### config.mk
export PLATFORM = sky130hd
export DESIGN_NAME = seq_overflow_accumulator_flat
export DESIGN_NICKNAME = d
export VERILOG_FILES = /design/src/rtl/seq_overflow_accumulator_if.sv /design/src/rtl/seq_overflow_accumulator.sv /design/src/flat_wrapper.sv
export SDC_FILE = /design/constraint.sdc
export NUM_CORES = 1
export LEC_CHECK = 0
export CORE_ASPECT_RATIO = 1.2
export CORE_MARGIN = 3
export CORE_UTILIZATION = 48
export DETAILED_ROUTE_END_ITERATION = 10
export PLACE_DENSITY = 0.86
export SYNTH_ARGS = -nofsm -noshare
export SYNTH_HDL_FRONTEND = slang
export SYNTH_SLANG_ARGS = --single-unit
### constraint.sdc
create_clock -name clk -period 2.5 [get_ports clk]
set_input_delay 0.5 -clock clk [delete_from_list [all_inputs] [get_ports clk]]
set_output_delay 0.5 -clock clk [all_outputs]
set_load 0.05 [all_outputs]
### src/rtl/seq_overflow_accumulator_if.sv
// Handshake bundle between an operand source / result consumer and the
// overflow-detecting accumulator.
// Ports: master drives start, in_valid, in_data, out_ready and observes the
//   rest; slave (the accumulator) drives in_ready, out_valid, sum, count,
//   overflow, busy.
interface seq_overflow_accumulator_if #(
  parameter int WIDTH   = 4,
  parameter int NUM_OPS = 4,
  parameter int CNT_W   = $clog2(NUM_OPS + 1)
);
  logic             start;
  logic             in_valid;
  logic             in_ready;
  logic [WIDTH-1:0] in_data;
  logic             out_valid;
  logic             out_ready;
  logic [WIDTH-1:0] sum;
  logic [CNT_W-1:0] count;
  logic             overflow;
  logic             busy;

  modport master (
    output start, in_valid, in_data, out_ready,
    input  in_ready, out_valid, sum, count, overflow, busy
  );

  modport slave (
    input  start, in_valid, in_data, out_ready,
    output in_ready, out_valid, sum, count, overflow, busy
  );
endinterface

### src/rtl/seq_overflow_accumulator.sv
// Sequential multi-operand adder: takes NUM_OPS unsigned operands one per
// handshake and reports the last partial sum that did not carry out of WIDTH.
// Latency: result valid the cycle after the last operand accept (start to
//   result minimum NUM_OPS+2 cycles). Backpressure: in_ready only in ACCUM,
//   in_valid low stalls; the result is held in DONE until out_ready.
// Ports: clk, rst (async, active-high), bus (seq_overflow_accumulator_if.slave).
// Optional build macro ACC_SATURATE_EN: when an overflow happened, sum reads
//   all-ones while the result is presented in DONE.
module seq_overflow_accumulator #(
  parameter int WIDTH   = 4,
  parameter int NUM_OPS = 4,
  parameter int CNT_W   = $clog2(NUM_OPS + 1)
) (
  input  logic                         clk,
  input  logic                         rst,
  seq_overflow_accumulator_if.slave    bus
);

  typedef enum logic [1:0] {
    IDLE  = 2'd0,
    ACCUM = 2'd1,
    DONE  = 2'd2
  } state_t;

  localparam logic [CNT_W-1:0] LAST_OP = CNT_W'(NUM_OPS - 1);

  state_t           state;
  logic [WIDTH-1:0] acc;
  logic [CNT_W-1:0] cnt;      // operands included in acc
  logic [CNT_W-1:0] op_cnt;   // operands accepted, including discarded ones
  logic             ovf;
  logic             in_ready_q;
  logic             out_valid_q;
  logic             busy_q;

  logic [WIDTH:0]   t;
  logic             accept;

  // One extra bit captures the carry-out that marks an overflowing operand.
  assign t      = {1'b0, acc} + {1'b0, bus.in_data};
  assign accept = bus.in_valid && in_ready_q;

  always_ff @(posedge clk or posedge rst) begin
    if (rst) begin
      state       <= IDLE;
      acc         <= '0;
      cnt         <= '0;
      op_cnt      <= '0;
      ovf         <= 1'b0;
      in_ready_q  <= 1'b0;
      out_valid_q <= 1'b0;
      busy_q      <= 1'b0;
    end else begin
      case (state)
        IDLE: begin
          if (bus.start) begin
            acc        <= '0;
            cnt        <= '0;
            op_cnt     <= '0;
            ovf        <= 1'b0;
            in_ready_q <= 1'b1;
            busy_q     <= 1'b1;
            state      <= ACCUM;
          end
        end

        ACCUM: begin
          if (accept) begin
            // After the first overflow, operands are still consumed so the
            // source always delivers exactly NUM_OPS, but they are dropped.
            if (!ovf) begin
              if (t[WIDTH]) begin
                ovf <= 1'b1;
              end else begin
                acc <= t[WIDTH-1:0];
                cnt <= cnt + CNT_W'(1);
              end
            end
            op_cnt <= op_cnt + CNT_W'(1);
            if (op_cnt == LAST_OP) begin
              in_ready_q  <= 1'b0;
              out_valid_q <= 1'b1;
              state       <= DONE;
            end
          end
        end

        DONE: begin
          if (bus.out_ready) begin
            out_valid_q <= 1'b0;
            busy_q      <= 1'b0;
            state       <= IDLE;
          end
        end

        default: begin
          in_ready_q  <= 1'b0;
          out_valid_q <= 1'b0;
          busy_q      <= 1'b0;
          state       <= IDLE;
        end
      endcase
    end
  end

  assign bus.in_ready  = in_ready_q;
  assign bus.out_valid = out_valid_q;
  assign bus.count     = cnt;
  assign bus.overflow  = ovf;
  assign bus.busy      = busy_q;

`ifdef ACC_SATURATE_EN
  assign bus.sum = (ovf && (state == DONE)) ? {WIDTH{1'b1}} : acc;
`else
  assign bus.sum = acc;
`endif

endmodule

### src/flat_wrapper.sv
// flat-port wrapper written by rule: the top's interface ports become plain ports
module seq_overflow_accumulator_flat 
#(
  parameter int WIDTH   = 4,
  parameter int NUM_OPS = 4,
  parameter int CNT_W   = $clog2(NUM_OPS + 1)
)
  (clk, rst, bus_start, bus_in_valid, bus_in_data, bus_out_ready, bus_in_ready, bus_out_valid, bus_sum, bus_count, bus_overflow, bus_busy);
  seq_overflow_accumulator_if #(.WIDTH(WIDTH), .NUM_OPS(NUM_OPS), .CNT_W(CNT_W)) bus_i ();
  input  logic clk;
  input  logic rst;
  input wire logic [$bits(bus_i.start)-1:0] bus_start;
  input wire logic [$bits(bus_i.in_valid)-1:0] bus_in_valid;
  input wire logic [$bits(bus_i.in_data)-1:0] bus_in_data;
  input wire logic [$bits(bus_i.out_ready)-1:0] bus_out_ready;
  output wire logic [$bits(bus_i.in_ready)-1:0] bus_in_ready;
  output wire logic [$bits(bus_i.out_valid)-1:0] bus_out_valid;
  output wire logic [$bits(bus_i.sum)-1:0] bus_sum;
  output wire logic [$bits(bus_i.count)-1:0] bus_count;
  output wire logic [$bits(bus_i.overflow)-1:0] bus_overflow;
  output wire logic [$bits(bus_i.busy)-1:0] bus_busy;
  assign bus_i.start = bus_start;
  assign bus_i.in_valid = bus_in_valid;
  assign bus_i.in_data = bus_in_data;
  assign bus_i.out_ready = bus_out_ready;
  assign bus_in_ready = bus_i.in_ready;
  assign bus_out_valid = bus_i.out_valid;
  assign bus_sum = bus_i.sum;
  assign bus_count = bus_i.count;
  assign bus_overflow = bus_i.overflow;
  assign bus_busy = bus_i.busy;
  seq_overflow_accumulator #(.WIDTH(WIDTH), .NUM_OPS(NUM_OPS), .CNT_W(CNT_W)) u_core (.clk(clk), .rst(rst), .bus(bus_i));
endmodule
**Word-level counts from Yosys, hierarchy flattened**

Index checks and enable logic that the tools add are counted.

- Memory bits (read-only): 0
- RAM bits: 0
- Latch bits: 0
- Input port bits: 9
- Bits in registers: 16
- Memories kept: 0

- Mux-type cells: 31
- Add/sub/neg operators: 3
- $lt $le $gt $ge: 0
- Multiply operators: 0
- Equal/unequal tests: 9
- Bitwise gates (word level): 3
- Divide/modulo/power cells: 0
- Reduce and logical (&&, ||, !) cells: 9
- Shift operators: 0

Operator list:

| cell | number |
|---|---|
| 2-to-1 mux 4 bit | 4 |
| 2-to-1 mux 3 bit | 5 |
| one-hot mux 3 bit (2 select lines) | 2 |
| AND reduction 4 bit | 3 |
| 2-to-1 mux 1 bit | 10 |
| one-hot mux 1 bit (3 select lines) | 3 |
| 2-to-1 mux 2 bit | 4 |
| != test 2 bit, second input constant | 4 |
| one-hot mux 4 bit (2 select lines) | 1 |
| adder 3 x 1 -> 3 bit, second input constant | 2 |
| one-hot mux 2 bit (3 select lines) | 1 |
| AND reduction 3 bit | 2 |
| adder 4 x 4 -> 5 bit | 1 |
| AND reduction 5 bit | 1 |
| != test 2 x 1 -> 1 bit, second input constant | 2 |
| equality test 3 x 2 -> 1 bit, second input constant | 1 |
| NOT 1 bit | 3 |
| equality test 2 x 1 -> 1 bit, second input constant | 1 |
| equality test 2 bit, second input constant | 1 |
| zero test 2 bit | 1 |
| one-hot mux 1 bit (2 select lines) | 1 |
| nonzero test 2 bit | 1 |
| logical AND 1 bit | 1 |

**Depth between registers and ports, before layout**

- Depth after elaboration: 5
- Depth in mapped cells: 7

**Worst setup path before layout**

OpenSTA, ideal clock, no wires.

- Path kind: register to register
- Start point: register u_core.acc[0], in the netlist u_core.bus.sum[0]
- End point: register u_core.cnt[0], in the netlist u_core.bus.count[0]
- Library setup time: 0.125 ns
- Path slack: 0.209 ns
- Cell stages (with the launch flop): 8
- Data arrival time: 2.167 ns
- Path buffers: 0
- Period minus slack after synthesis: 2.291 ns
- Path through: dfrtp_1 > ha_1 > inv_1 > fa_1 > and3b_4 > a2111oi_4 > o21bai_1 > mux2_2

- Word-level cells in the longest chain between the ends: 3

Ends and longest elaborated chain:

| element | line | source |
|---|---|---|
| from (decl) | seq_overflow_accumulator.sv:28 | `logic [WIDTH-1:0] acc;` |
| from (signal assigned) | seq_overflow_accumulator.sv:75 | `acc <= t[WIDTH-1:0];` |
| adder 4 x 4 -> 5 bit | seq_overflow_accumulator.sv:40 | `assign t = {1'b0, acc} + {1'b0, bus.in_data};` |
| != test 2 bit (no line) | -- |  |
| AND reduction 5 bit (no line) | -- |  |
| to (signal assigned) | seq_overflow_accumulator.sv:76 | `cnt <= cnt + CNT_W'(1);` |
| to (decl) | seq_overflow_accumulator.sv:29 | `logic [CNT_W-1:0] cnt;` |

No other way between the ends.
A chain may end at the register's enable or synchronous reset.

**Worst setup path in the final report**

- Start point: input port bus_in_data[0]
- End point: register u_core.cnt[0], in the netlist u_core.bus.count[0]

- Word-level cells in the longest chain between the ends: 3

Ends and longest elaborated chain:

| element | line | source |
|---|---|---|
| from (decl) | flat_wrapper.sv:14 | `input wire logic [$bits(bus_i.in_data)-1:0] bus_in_data;` |
| adder 4 x 4 -> 5 bit | seq_overflow_accumulator.sv:40 |  |
| != test 2 bit (no line) | -- |  |
| AND reduction 5 bit (no line) | -- |  |

No other way between the ends.

==> impl_results.md <==
* Number of diodes at 0
* Pwr Density at ~1300 mW/mm²
* Net Sw Frac at between 40 and 50%
* Fin Setup TNS at 0 ns
* CP Capture Point: u_core.bus.count[0]$_DFFE_PP0P_
* Clock Path Buffers at 2
* Placement row count at 16
* CP Capture Type: flip-flop
* Clock power share at between 10% and 20%
* Hold Buf Count CTS at 0
* Syn avg cell area at roughly 11 µm²
* GR Layer Usage met1 at between 20% and 30%
* R2R depth at 7
* Peak supply drop at slightly below 0.8 mV
* Sequential element share of the synthesized area at between 40% and 50%
* Post-Layout Cell Count at around 130
* Largest cells by area after synthesis: dfrtp_1 (45%), ha_1 (9.8%), a22o_2 (3.4%)
* Vias at 682
* Clk root buf: clkbuf_4
* Skew final at 0.00658 ns
* Post-Place Setup Slack at -0.179 ns
* GP Congestion at 0.776
* Gr ovfl total at 0
* Final number of setup-violating endpoints at 0
* Period minus WS final at around 2.4 ns
* First-pass GRT wire length at just under 3000 µm
* Postcts setup bufs at 0
* H-Tree Depth at 1
* TritonCTS Sinks at 16
* Hold crit path type: flip-flop to flip-flop
* Syn-to-layout area delta at 28.8%
* FFs w/ async S/R, synth at 100%
* Post-CTS sizing at 0
* # DRC at 0
* Die area at 0.00242 mm²
* Synth Cell Area at ~900 µm²
* Commonest cells in the netlist: dfrtp_1 (16), inv_1 (8), ha_1 (7), nand2_1 (7)
* Int Pwr at 0.827 mW
* Dpl cells at around 120
* Worst slew pin tran at 0.590 ns
* GRT Total Usage at 16.5%
* EDFF count, synth at 0
* Critical path arrival at about 2.6 ns
* CTS Buf Count at 3
* Critical path launch point type: input port
* Clock Latency Late Sink at 0.28 ns
* Fmax at around 420 MHz
* Share of post-route cells with drive strength above 1 at 14.0%
* CP required at approximately 2.7 ns
* Die Height at 53.3 µm
* Initial Util at 52.6%
* Critical Path Max Stage Delay at between 0.4 and 0.5 ns
* Die width at roughly 45 µm
* Post-synth net total at just over 100
* DRT iter0 DRCs at 21
* Yosys cell types at 29
* Worst rel slew slack at approximately three fifths
* Yosys warnings at 0
* CP bufs+invs at 2
* Grt met2 use at roughly 29%
* Vias in the first global route at 707
* Initial antenna violation count at 0
* Boundary Pins at 20
* Outcome: completed
* Reg power frac at between 30 and 40%
* Combinational power share at slightly below 60%
* CTS tree: done
* Kind of critical path: input port to flip-flop
* Reg2Reg Setup Slack at roughly 0.32 ns
* Slowest CP cell: a2111oi_4
* CP delay by family, top: compound AO/OA/AOI/OAI gates
* Worst Path Max Fanout at 6
* Final net count at approximately 130
* Final Max Slew Viols at 0
* Antenna-violating nets left at 0
* Met3 Use GR at 2.38%
* Ys flop type: dfrtp_1
* Gr busiest metal: met2
* Via density at 5.46
* Switching pwr at ~0.7 mW
* R2R Path End: u_core.bus.count[0]$_DFFE_PP0P_
* Clk pin slew, worst setup/hold paths at roughly 0.1 ns
* IO buf count at 19
* CP startpoint: bus_in_data[0]
* Final WS setup at about 0.12 ns
* Area of the core at 0.00170 mm²
* Unrepaired setup endpoints after global routing: no
* Top cell type's share of synthesized area at about 45%
* Period utilization at roughly 95%
* Post-detail-place hpwl at around 1300 µm
* Post-synth top area cell: dfrtp_1
* Final Hold Vio Count at 0
* WL final at about 1700 µm
* Largest net degree at the start of global routing at 17
* DRT Pass-1 Iters at 4
* Leak pwr at 0.561 nW
* WL/cell at around 14 µm
* Max cap viols at 0
* #FFs+latches synth at 16
* Count leader, synth: dfrtp_1
* CP Depth at 8
* Synth Instances at 84
* RR Startpoint: u_core.bus.sum[0]$_DFFE_PP0P_
* Filler cells at ~150
* Crit path cell chain: clkdlybuf4s50_1 -> ha_1 -> inv_1 -> fa_1 -> and3b_4 -> a2111oi_4 -> o21bai_1 -> mux2_2
## how the worst min path moves through the flow
stage / slack [ns] / cells past startpoint / start / endpoint
final: 0.49 / 2 / u_core.op_cnt[2]$_DFFE_PP0P_ / u_core.op_cnt[2]$_DFFE_PP0P_
after global routing: 0.52 / 2 / u_core.op_cnt[2]$_DFFE_PP0P_ / u_core.op_cnt[2]$_DFFE_PP0P_
after CTS: 0.49 / 2 / u_core.op_cnt[2]$_DFFE_PP0P_ / u_core.op_cnt[2]$_DFFE_PP0P_
after detailed placement: 0.47 / 2 / u_core.op_cnt[2]$_DFFE_PP0P_ / u_core.op_cnt[2]$_DFFE_PP0P_
after global placement: 0.46 / 2 / u_core.op_cnt[2]$_DFFE_PP0P_ / u_core.op_cnt[2]$_DFFE_PP0P_
after floorplan: 0.41 / 1 / rst / u_core.bus.busy$_DFFE_PP0P_
## final cells by class
| class | count | area, µm² | area share, % |
|---|---|---|---|
| Multi-Input combinational cell | 57 | 452 | 39.2 |
| Inverter | 8 | 30.0 | 2.60 |
| Sequential cell | 16 | 400 | 34.7 |
| Clock buffer | 4 | 36.3 | 3.15 |
| Timing Repair Buffer | 22 | 213 | 18.4 |
| Tap cell | 18 | 22.5 | 1.95 |
## sequential cells by signal, indices dropped and copies added (netlist names)
register	flops
u_core.bus.sum	4
u_core.bus.count	3
u_core.op_cnt	3
u_core.state	2
u_core.bus.busy	1
u_core.bus.in_ready	1
u_core.bus.out_valid	1
u_core.bus.overflow	1
## per-layer routing
metal	vias up	wire length [µm]
met5	-	0
met4	0	0
met3	0	67
met2	16	848
met1	328	789
li1	338	-
## power groups by stage
stage | clock network (mW) | logic (mW) | registers (mW)
2_1_floorplan | 0 | 0.426 | 0.678
3_3_place_gp | 0 | 0.873 | 0.464
3_5_place_dp | 0 | 0.899 | 0.467
4_1_cts | 0.171 | 0.905 | 0.463
5_1_grt | 0.180 | 0.979 | 0.480
6_report | 0.169 | 0.896 | 0.465
## worst min-delay path, stage by stage (launching register included)
cell and delay (ns):
dfrtp_1 0.35, nand2_1 0.04, o21ai_0 0.06
## kinds of logic after synthesis
| family | Yosys count | synth area share (%) |
|---|---|---|
| AO/OA/AOI/OAI | 23 | 20.1 |
| XOR/XNOR | 2 | 1.96 |
| adder cells (fa/ha/maj) | 8 | 12.0 |
| buffers and inverters | 11 | 4.89 |
| flip-flops | 16 | 44.7 |
| multiplexers | 1 | 1.26 |
| AND/OR/NAND/NOR | 23 | 15.1 |
## layout by cell type (no fill, tap or decap)
cell type / count
clkdlybuf4s50_1: 19
nand3_1: 2
o21bai_1: 1
buf_4: 3
a22o_2: 3
fa_1: 1
inv_1: 8
xor2_1: 1
mux2_2: 1
nand3b_1: 1
o21ai_0: 5
xnor2_1: 1
nor3b_4: 1
a2111oi_4: 1
a21o_1: 4
nor2b_1: 2
and3_2: 1
nand4b_1: 1
a22o_1: 2
clkbuf_8: 1
and3b_4: 1
o22ai_1: 1
o31ai_1: 1
nor2_1: 5
a211o_1: 1
clkbuf_4: 3
a21oi_1: 4
nand2b_1: 2
nand2_1: 7
dfrtp_1: 16
ha_1: 7
## per-stage QoR
stage          util, %  hold slack [ns]  total power, mW  area [µm²]
2_1_floorplan        -            0.414             1.10         896
3_3_place_gp      65.7            0.463             1.34        1120
3_5_place_dp      65.7            0.472             1.37        1120
4_1_cts           67.8            0.493             1.54        1150
5_1_grt           67.8            0.523             1.64        1150
6_report          67.8            0.491             1.53        1150
Power figures use the tool's default switching activity.
